==> src/rtl/seg_addsub.sv <==
// seg_addsub: multi-cycle adder/subtractor that walks a WIDTH-bit operation
// through SEG-bit slices, one slice per clock, keeping the carry chain short.
// Valid/ready on both sides; the result carries carry, signed-overflow and
// zero flags for ALU use.
module seg_addsub #(
  parameter int WIDTH = 32,
  parameter int SEG   = 8
) (
  input  logic             clk,
  input  logic             rst_n,
  input  logic             in_valid,
  output logic             in_ready,
  input  logic [WIDTH-1:0] a,
  input  logic [WIDTH-1:0] b,
  input  logic             cin,
  input  logic             sub,
  output logic             out_valid,
  input  logic             out_ready,
  output logic [WIDTH-1:0] sum,
  output logic             cout,
  output logic             overflow,
  output logic             zero
);

  localparam int NSEG  = WIDTH / SEG;
  localparam int IDXW  = (NSEG > 1) ? $clog2(NSEG) : 1;
  localparam int BASEW = (WIDTH > 1) ? $clog2(WIDTH) : 1;
  localparam logic [IDXW-1:0] LAST_IDX = IDXW'(NSEG - 1);

  // Reject slice sizes that do not tile the operand exactly.
  generate
    if (SEG < 1 || SEG > WIDTH || (WIDTH % SEG) != 0) begin : g_bad_params
      $error("seg_addsub: WIDTH must be a positive multiple of SEG");
    end
  endgenerate

  typedef enum logic [1:0] {
    IDLE,
    RUN,
    DONE
  } state_e;

  state_e           state_q;
  logic [WIDTH-1:0] a_q;
  logic [WIDTH-1:0] b_q;
  logic [WIDTH-1:0] sum_q;
  logic             carry_q;
  logic [IDXW-1:0]  idx_q;
  logic             in_ready_q;
  logic             out_valid_q;
  logic             cout_q;
  logic             ovf_q;
  logic             zero_q;

  logic [BASEW-1:0] base;
  logic [SEG-1:0]   slice_a;
  logic [SEG-1:0]   slice_b;
  logic [SEG-1:0]   slice_s;
  logic             slice_c;
  logic [WIDTH-1:0] sum_d;
  logic             ovf_d;

  // One SEG-bit slice add; overflow uses the MSB carry-in recovered as a^b^s.
  always_comb begin
    base    = BASEW'(idx_q) * BASEW'(SEG);
    slice_a = a_q[base +: SEG];
    slice_b = b_q[base +: SEG];
    {slice_c, slice_s} = {1'b0, slice_a} + {1'b0, slice_b} + {{SEG{1'b0}}, carry_q};
    sum_d   = sum_q;
    sum_d[base +: SEG] = slice_s;
    ovf_d   = slice_a[SEG-1] ^ slice_b[SEG-1] ^ slice_s[SEG-1] ^ slice_c;
  end

  // Control FSM with registered handshake outputs, result and flags.
  always_ff @(posedge clk or negedge rst_n) begin
    if (!rst_n) begin
      state_q     <= IDLE;
      a_q         <= '0;
      b_q         <= '0;
      sum_q       <= '0;
      carry_q     <= 1'b0;
      idx_q       <= '0;
      in_ready_q  <= 1'b1;
      out_valid_q <= 1'b0;
      cout_q      <= 1'b0;
      ovf_q       <= 1'b0;
      zero_q      <= 1'b0;
    end else begin
      case (state_q)
        IDLE: begin
          if (in_valid) begin
            a_q        <= a;
            b_q        <= sub ? ~b : b;
            carry_q    <= sub ? ~cin : cin;
            sum_q      <= '0;
            idx_q      <= '0;
            in_ready_q <= 1'b0;
            state_q    <= RUN;
          end
        end
        RUN: begin
          sum_q   <= sum_d;
          carry_q <= slice_c;
          idx_q   <= idx_q + IDXW'(1);
          if (idx_q == LAST_IDX) begin
            cout_q      <= slice_c;
            ovf_q       <= ovf_d;
            zero_q      <= (sum_d == '0);
            out_valid_q <= 1'b1;
            state_q     <= DONE;
          end
        end
        DONE: begin
          if (out_ready) begin
            out_valid_q <= 1'b0;
            in_ready_q  <= 1'b1;
            state_q     <= IDLE;
          end
        end
        default: begin
          state_q <= IDLE;
        end
      endcase
    end
  end

  assign in_ready  = in_ready_q;
  assign out_valid = out_valid_q;
  assign sum       = sum_q;
  assign cout      = cout_q;
  assign overflow  = ovf_q;
  assign zero      = zero_q;

endmodule

==> config.mk <==
export PLATFORM = sky130hd
export DESIGN_NAME = seg_addsub
export DESIGN_NICKNAME = d
export VERILOG_FILES = /design/src/rtl/seg_addsub.sv
export SDC_FILE = /design/constraint.sdc
export NUM_CORES = 1
export LEC_CHECK = 0
export BUFFER_PORTS_ARGS = -buffer_cell sky130_fd_sc_hd__buf_2
export CAP_MARGIN = 20
export CORE_MARGIN = 2
export CORE_UTILIZATION = 40
export CTS_CLUSTER_DIAMETER = 80
export DETAILED_ROUTE_END_ITERATION = 6
export PLACE_DENSITY = 0.67
export RECOVER_POWER = 50
export SETUP_SLACK_MARGIN = 0.02
export SYNTH_ARGS = -nofsm -noshare
export SYNTH_HDL_FRONTEND = slang
export SYNTH_SLANG_ARGS = --single-unit
==> constraint.sdc <==
create_clock -name clk -period 3.6 [get_ports clk]
set_clock_uncertainty 0.1 [all_clocks]
set_input_delay 0.72 -clock clk [delete_from_list [all_inputs] [get_ports clk]]
set_output_delay 0.72 -clock clk [all_outputs]
set_load 0.02 [all_outputs]
# Word level (Yosys, flattened, before mapping)
# Index checks and enable logic that the tools add are counted.
# word_totals
reg_bits,106
mem_count,0
mem_bits_ro,0
in_bits,70
ram_bits,0
out_inout_bits,37
elab_cells,60
latch_bits,0
# classes
reduce_logical,11
n_addsub,4
multipliers,0
muxes,19
n_div,0
n_lt_le_gt_ge,0
eq_ne,6
bitwise,5
shifts,4
# op_table
op,count
$mux 32,2
$pmux 32 s2,1
$shiftx 32x6->8,2
$bwmux 32,1
$logic_not 32->1,1
$not 32->32,1
$shift 8x7->32 const A,1
$shiftx 8x7->32,1
$add 8x8->9,1
$add 9x1->9,1
$reduce_and 3->1,3
$mux 2,4
$neg 5->7,1
$mux 1,6
$ne 2x2->1 const B,3
$pmux 1 s2,3
$pmux 2 s3,1
$reduce_and 2->1,3
$reduce_bool 2->1,3
$eq 2x2->1 const B,2
$pmux 2 s2,1
$xor 1x1->1,3
$add 2x1->2 const B,1
$eq 2x1->1 const B,1
2 further kinds,2

# Longest topological paths before layout
# depth
word_depth,6
ltp_mapped,12
mapped_depth_nobuf,11

# Worst setup path before layout
# Ideal clock, no wire load.
# synth_path
kind,flip-flop to flip-flop
start,register idx_q[0]
end,"register zero_q, in the netlist zero"
synth_period_minus_slack_ns,3.127
arrival_ns,2.947
setup_ns,0.080
setup_slack_ns,0.473
required_time_ns,3.420
path_stages_with_launch,13
cell_sequence,dfrtp_1 -> buf_6 -> buf_2 -> mux4_2 -> ha_1 -> buf_6 -> nor2_2 -> mux2_4 -> a2111oi_4 -> nand4_1 -> nor2_1 -> a32oi_1 -> nor3_2
# synth_between
elab_chain_cells,6
elab_cells_between_ends,11
cone_classes,add/sub (3); eq/ne (1); shift (4); mux (1); reduce/logical (2)
# synth_lines
item,line,text
"start, declared",48,logic [IDXW-1:0] idx_q;
"start signal, assigned",104,idx_q <= idx_q + IDXW'(1);
"$shiftx 32x6->8, on equally long branches","66, 67",
$add 8x8->9,68,"{slice_c, slice_s} = {1'b0, slice_a} + {1'b0, slice_b} + {{SEG{1'b0}}, carry_q};"
$add 9x1->9,68,
$shiftx 8x7->32,70,sum_d[base +: SEG] = slice_s;
$bwmux 32,70,
$logic_not 32->1,108,zero_q <= (sum_d == '0);
"end signal, assigned",108,
"end, declared",53,logic zero_q;
# Parallel ways exist; a longest one is shown, timed or not.
# A chain may end at the register's enable or synchronous reset.

# Worst setup path after layout
# Same ends and word-level chain as after synthesis.

==> summary.md <==
| Metric | Value |
|---|---|
| Effective utilization at floorplan | `40.9%` |
| Worst Hold Class | `reg2reg` |
| Cell at the slowest stage of the critical path | `ha_1` |
| Setup TNS | `0 ns` |
| WP buf/inv | `1` |
| Core Area | `between 10,000 and 15,000 um2` |
| Register clock-pin slew on the reported worst setup and hold paths | `0.07 ns` |
| IO Port Bufs | `~110` |
| Most common cell after layout, fill and taps aside | `nand2_1` |
| Normalized max-slew margin | `-23.9%` |
| Number of filler instances in the final layout | `1,252` |
| Vias/cell | `approximately 5.3` |
| GRT Overall Usage | `about a fifth` |
| Multi-input logic area | `~2600 um2` |
| Critical path's largest stage delay | `0.54 ns` |
| Clock tree sinks | `106` |
| Average detailed-routed wire length per instance | `~17 um` |
| Clock tree buffer depth | `2` |
| Area overhead of the layout relative to synthesis | `19.5%` |
| Number of max-cap violations | `1` |
| Largest cells by area after synthesis | `dfrtp_1, nand2_1, mux4_2` |
| Number of H-tree levels | `3` |
| Register area share after synthesis | `49.2%` |
| Ordered list of cells on the worst path | `buf_4, mux4_2, ha_1, nor2_2, a21oi_1, a31oi_2, xnor2_1, a22oi_1, a32oi_1, nor3_2` |
| Number of hold-slack violations in the final timing report | `0` |
| Number of antenna-violating nets in the routed design | `0` |
| Data arrival time of the worst path | `about 3.3 ns` |
| Die outline area | `14,400 um2` |
| Total I/O pin count | `107` |
| Average size of a mapped cell | `about 10 um2` |
| CTS resizes | `0` |
| Share of post-route cells with drive strength above 1 | `roughly 26%` |
| Width of the chip | `between 100 and 150 um` |
| Top fanout value on the critical path | `10` |
| Detailed-routing iteration count for the pre-antenna-repair pass | `4` |
| Total area of sequential cells | `around 2700 um2` |
| Worst Hold Slack | `approximately 0.38 ns` |
| Number of nets produced by synthesis | `619` |
| Slew Viols, Final | `34` |
| Via Count | `4,306` |
| Number of placed instances with taps included | `804` |
| Family with the most delay on the worst path | `compound AO/OA/AOI/OAI gates` |
| FF+latch count, synth | `~110` |
| Number of global-route vias before repair | `4,383` |
| Non-filler instance count after layout | `820` |
| DPL Wire Length | `around 10 mm` |
| Highest-count cells in the layout ignoring fill and taps | `nand2_1, dfrtp_1, buf_2, xnor2_1, o21ai_1` |
| Fraction of synthesized cell area taken by the top area cell type | `48.7%` |
| Shortest clock period the worst path allows after layout | `3.17 ns` |
| Setup slack of the critical path after layout | `0.430 ns` |
| Failing checks | `max-capacitance violations, max-slew violations` |
| Kind of start point of the critical path | `flop` |
| Number of antenna violations at the first check in global routing | `0` |
| First-pass GRT wire length | `roughly 23 mm` |
| Final worst-path cycle share | `88.1%` |
| Post-synthesis cell area | `5390 um2` |
| Pre-CTS worst setup slack | `roughly 0.44 ns` |
| Ratio of total power to cell area | `1200 nW/um2` |
| Clock tree from TritonCTS | `done` |
| Peak supply drop | `0.000615 V` |
| Type of the worst setup path | `reg2reg` |
| Core Rows | `42` |
| Data required time at the worst endpoint | `3.75 ns` |
| Crit path capture type | `flop` |
| Final Setup Violations | `0` |
| Leakage component of the power | `0.00309 uW` |
| Largest net degree at the start of global routing | `60` |
| Count of different cell masters after synthesis | `just under 60` |
| Buffers inserted by post-CTS timing repair | `0` |
| Final wirelength | `around 14 mm` |
| Number of antenna diodes | `0` |
| Dominant cell type by area after synthesis | `dfrtp_1` |
| Setup repair after global routing missed its margin | `false` |
| DR DRC count | `0` |
| Number of nets in the layout | `724` |
| Height of the chip | `120 um` |
| Final Wtd Congestion | `0.837` |
| Source-to-sink clock delay at the later pin of the worst-skew pair | `0.36 ns` |
| 1st-iter DRT viols | `193` |
| Synthesized instance count | `534` |
| Total CTS buffers | `9` |
| Yosys Warn Count | `0` |
| Run status | `complete, but fails checks` |
| Number of buffers inserted for hold repair after clock tree synthesis | `0` |
| Timing-limited maximum frequency | `about 0.32 GHz` |
| Root buffer cell | `clkbuf_16` |
| Grt ovf | `0` |
| Transition time at the pin with the least slew margin | `1.86 ns` |
==> flip-flops by register name, indices dropped and copies added (netlist names) <==
name / count
a_q: 32
b_q: 32
sum: 32
idx_q: 2
state_q: 2
carry_q: 1
cout: 1
in_ready: 1
out_valid: 1
overflow: 1
zero: 1
==> worst min-delay path, cell delays in order (launching register included) <==
cell     delay [ns]
dfrtp_1        0.35
nand2_1        0.05
nand2_1        0.05
==> cell families after synthesis <==
| family | Yosys count | synth area share (%) |
|---|---|---|
| muxes | 17 | 6.96 |
| AOI/OAI and AO/OA | 116 | 14.2 |
| and+or+nand+nor | 203 | 16.5 |
| xor gates and xnor gates | 39 | 6.34 |
| DFF | 106 | 49.2 |
| buffers and inverters | 38 | 2.97 |
| adders and majority gates | 15 | 3.76 |
==> Yosys cell counts (all sizes together) <==
library cell  number
a2111oi            1
a211oi             3
a21oi             18
a221oi             1
a22o              22
a22oi              1
a31o               1
a31oi              2
a32oi              2
and2               1
and2b              1
and3               1
buf                5
clkbuf            22
dfrtp            105
dfstp              1
fa                 2
ha                13
inv               11
mux2               1
mux4              16
nand2            151
nand2b             1
nand3              5
nand4              2
nand4bb            1
nor2              19
nor2b              1
nor3               6
nor3b              1
nor4               7
nor4b              3
o2111ai            1
o21a               2
o21ai             53
o21bai             2
o221a              1
o221ai             1
o22ai              3
o31a               1
o31ai              1
or2                2
or3                1
xnor2             37
xor2               2
==> metrics by stage <==
step           cell area (um2)  util, %  power, uW
2_1_floorplan             5390        -       5100
3_3_place_gp              6140     46.6       6620
3_5_place_dp              6140     46.6       6680
4_1_cts                   6460     49.0       7760
5_1_grt                   6440     48.9       8280
6_report                  6440     48.9       7700
==> metal layers <==
| metal | vias to the layer above | wire, um | track usage, % |
|---|---|---|---|
| li1 | 2067 | - | - |
| met1 | 2089 | 6070 | 27.3 |
| met2 | 130 | 6640 | 32.2 |
| met3 | 20 | 714 | 4.23 |
| met4 | 0 | 250 | 7.28 |
| met5 | - | 0 | 0 |
==> worst paths after layout <==
path | from | to | slack, ns | cells after the start
max | idx_q[0] | zero | 0.43 | 10
min | a_q[25] | a_q[25] | 0.38 | 2
max reg2reg | idx_q[0] | zero | 0.43 | 10
min reg2reg | a_q[25] | a_q[25] | 0.38 | 2
max in group asynchronous | rst_n | sum[9] | 0.84 | 2
min in group asynchronous | rst_n | state_q[1] | 0.61 | 1
==> layout make-up <==
| cell class | instances | area share [%] |
|---|---|---|
| flip-flops and latches | 106 | 41.2 |
| multi-input cells | 390 | 40.0 |
| repair buffers | 121 | 9.75 |
| clock buffers | 11 | 3.92 |
| well taps | 176 | 3.42 |
| clock inverters | 5 | 1.05 |
| inverters | 11 | 0.641 |
==> power by group <==
| part | switching, uW | internal, uW |
|---|---|---|
| Clock | 467 | 590 |
| Combinational | 2770 | 1800 |
| Sequential | 360 | 1720 |
| Total | 3590 | 4110 |
Note: power is estimated with default switching activity, not from simulation.
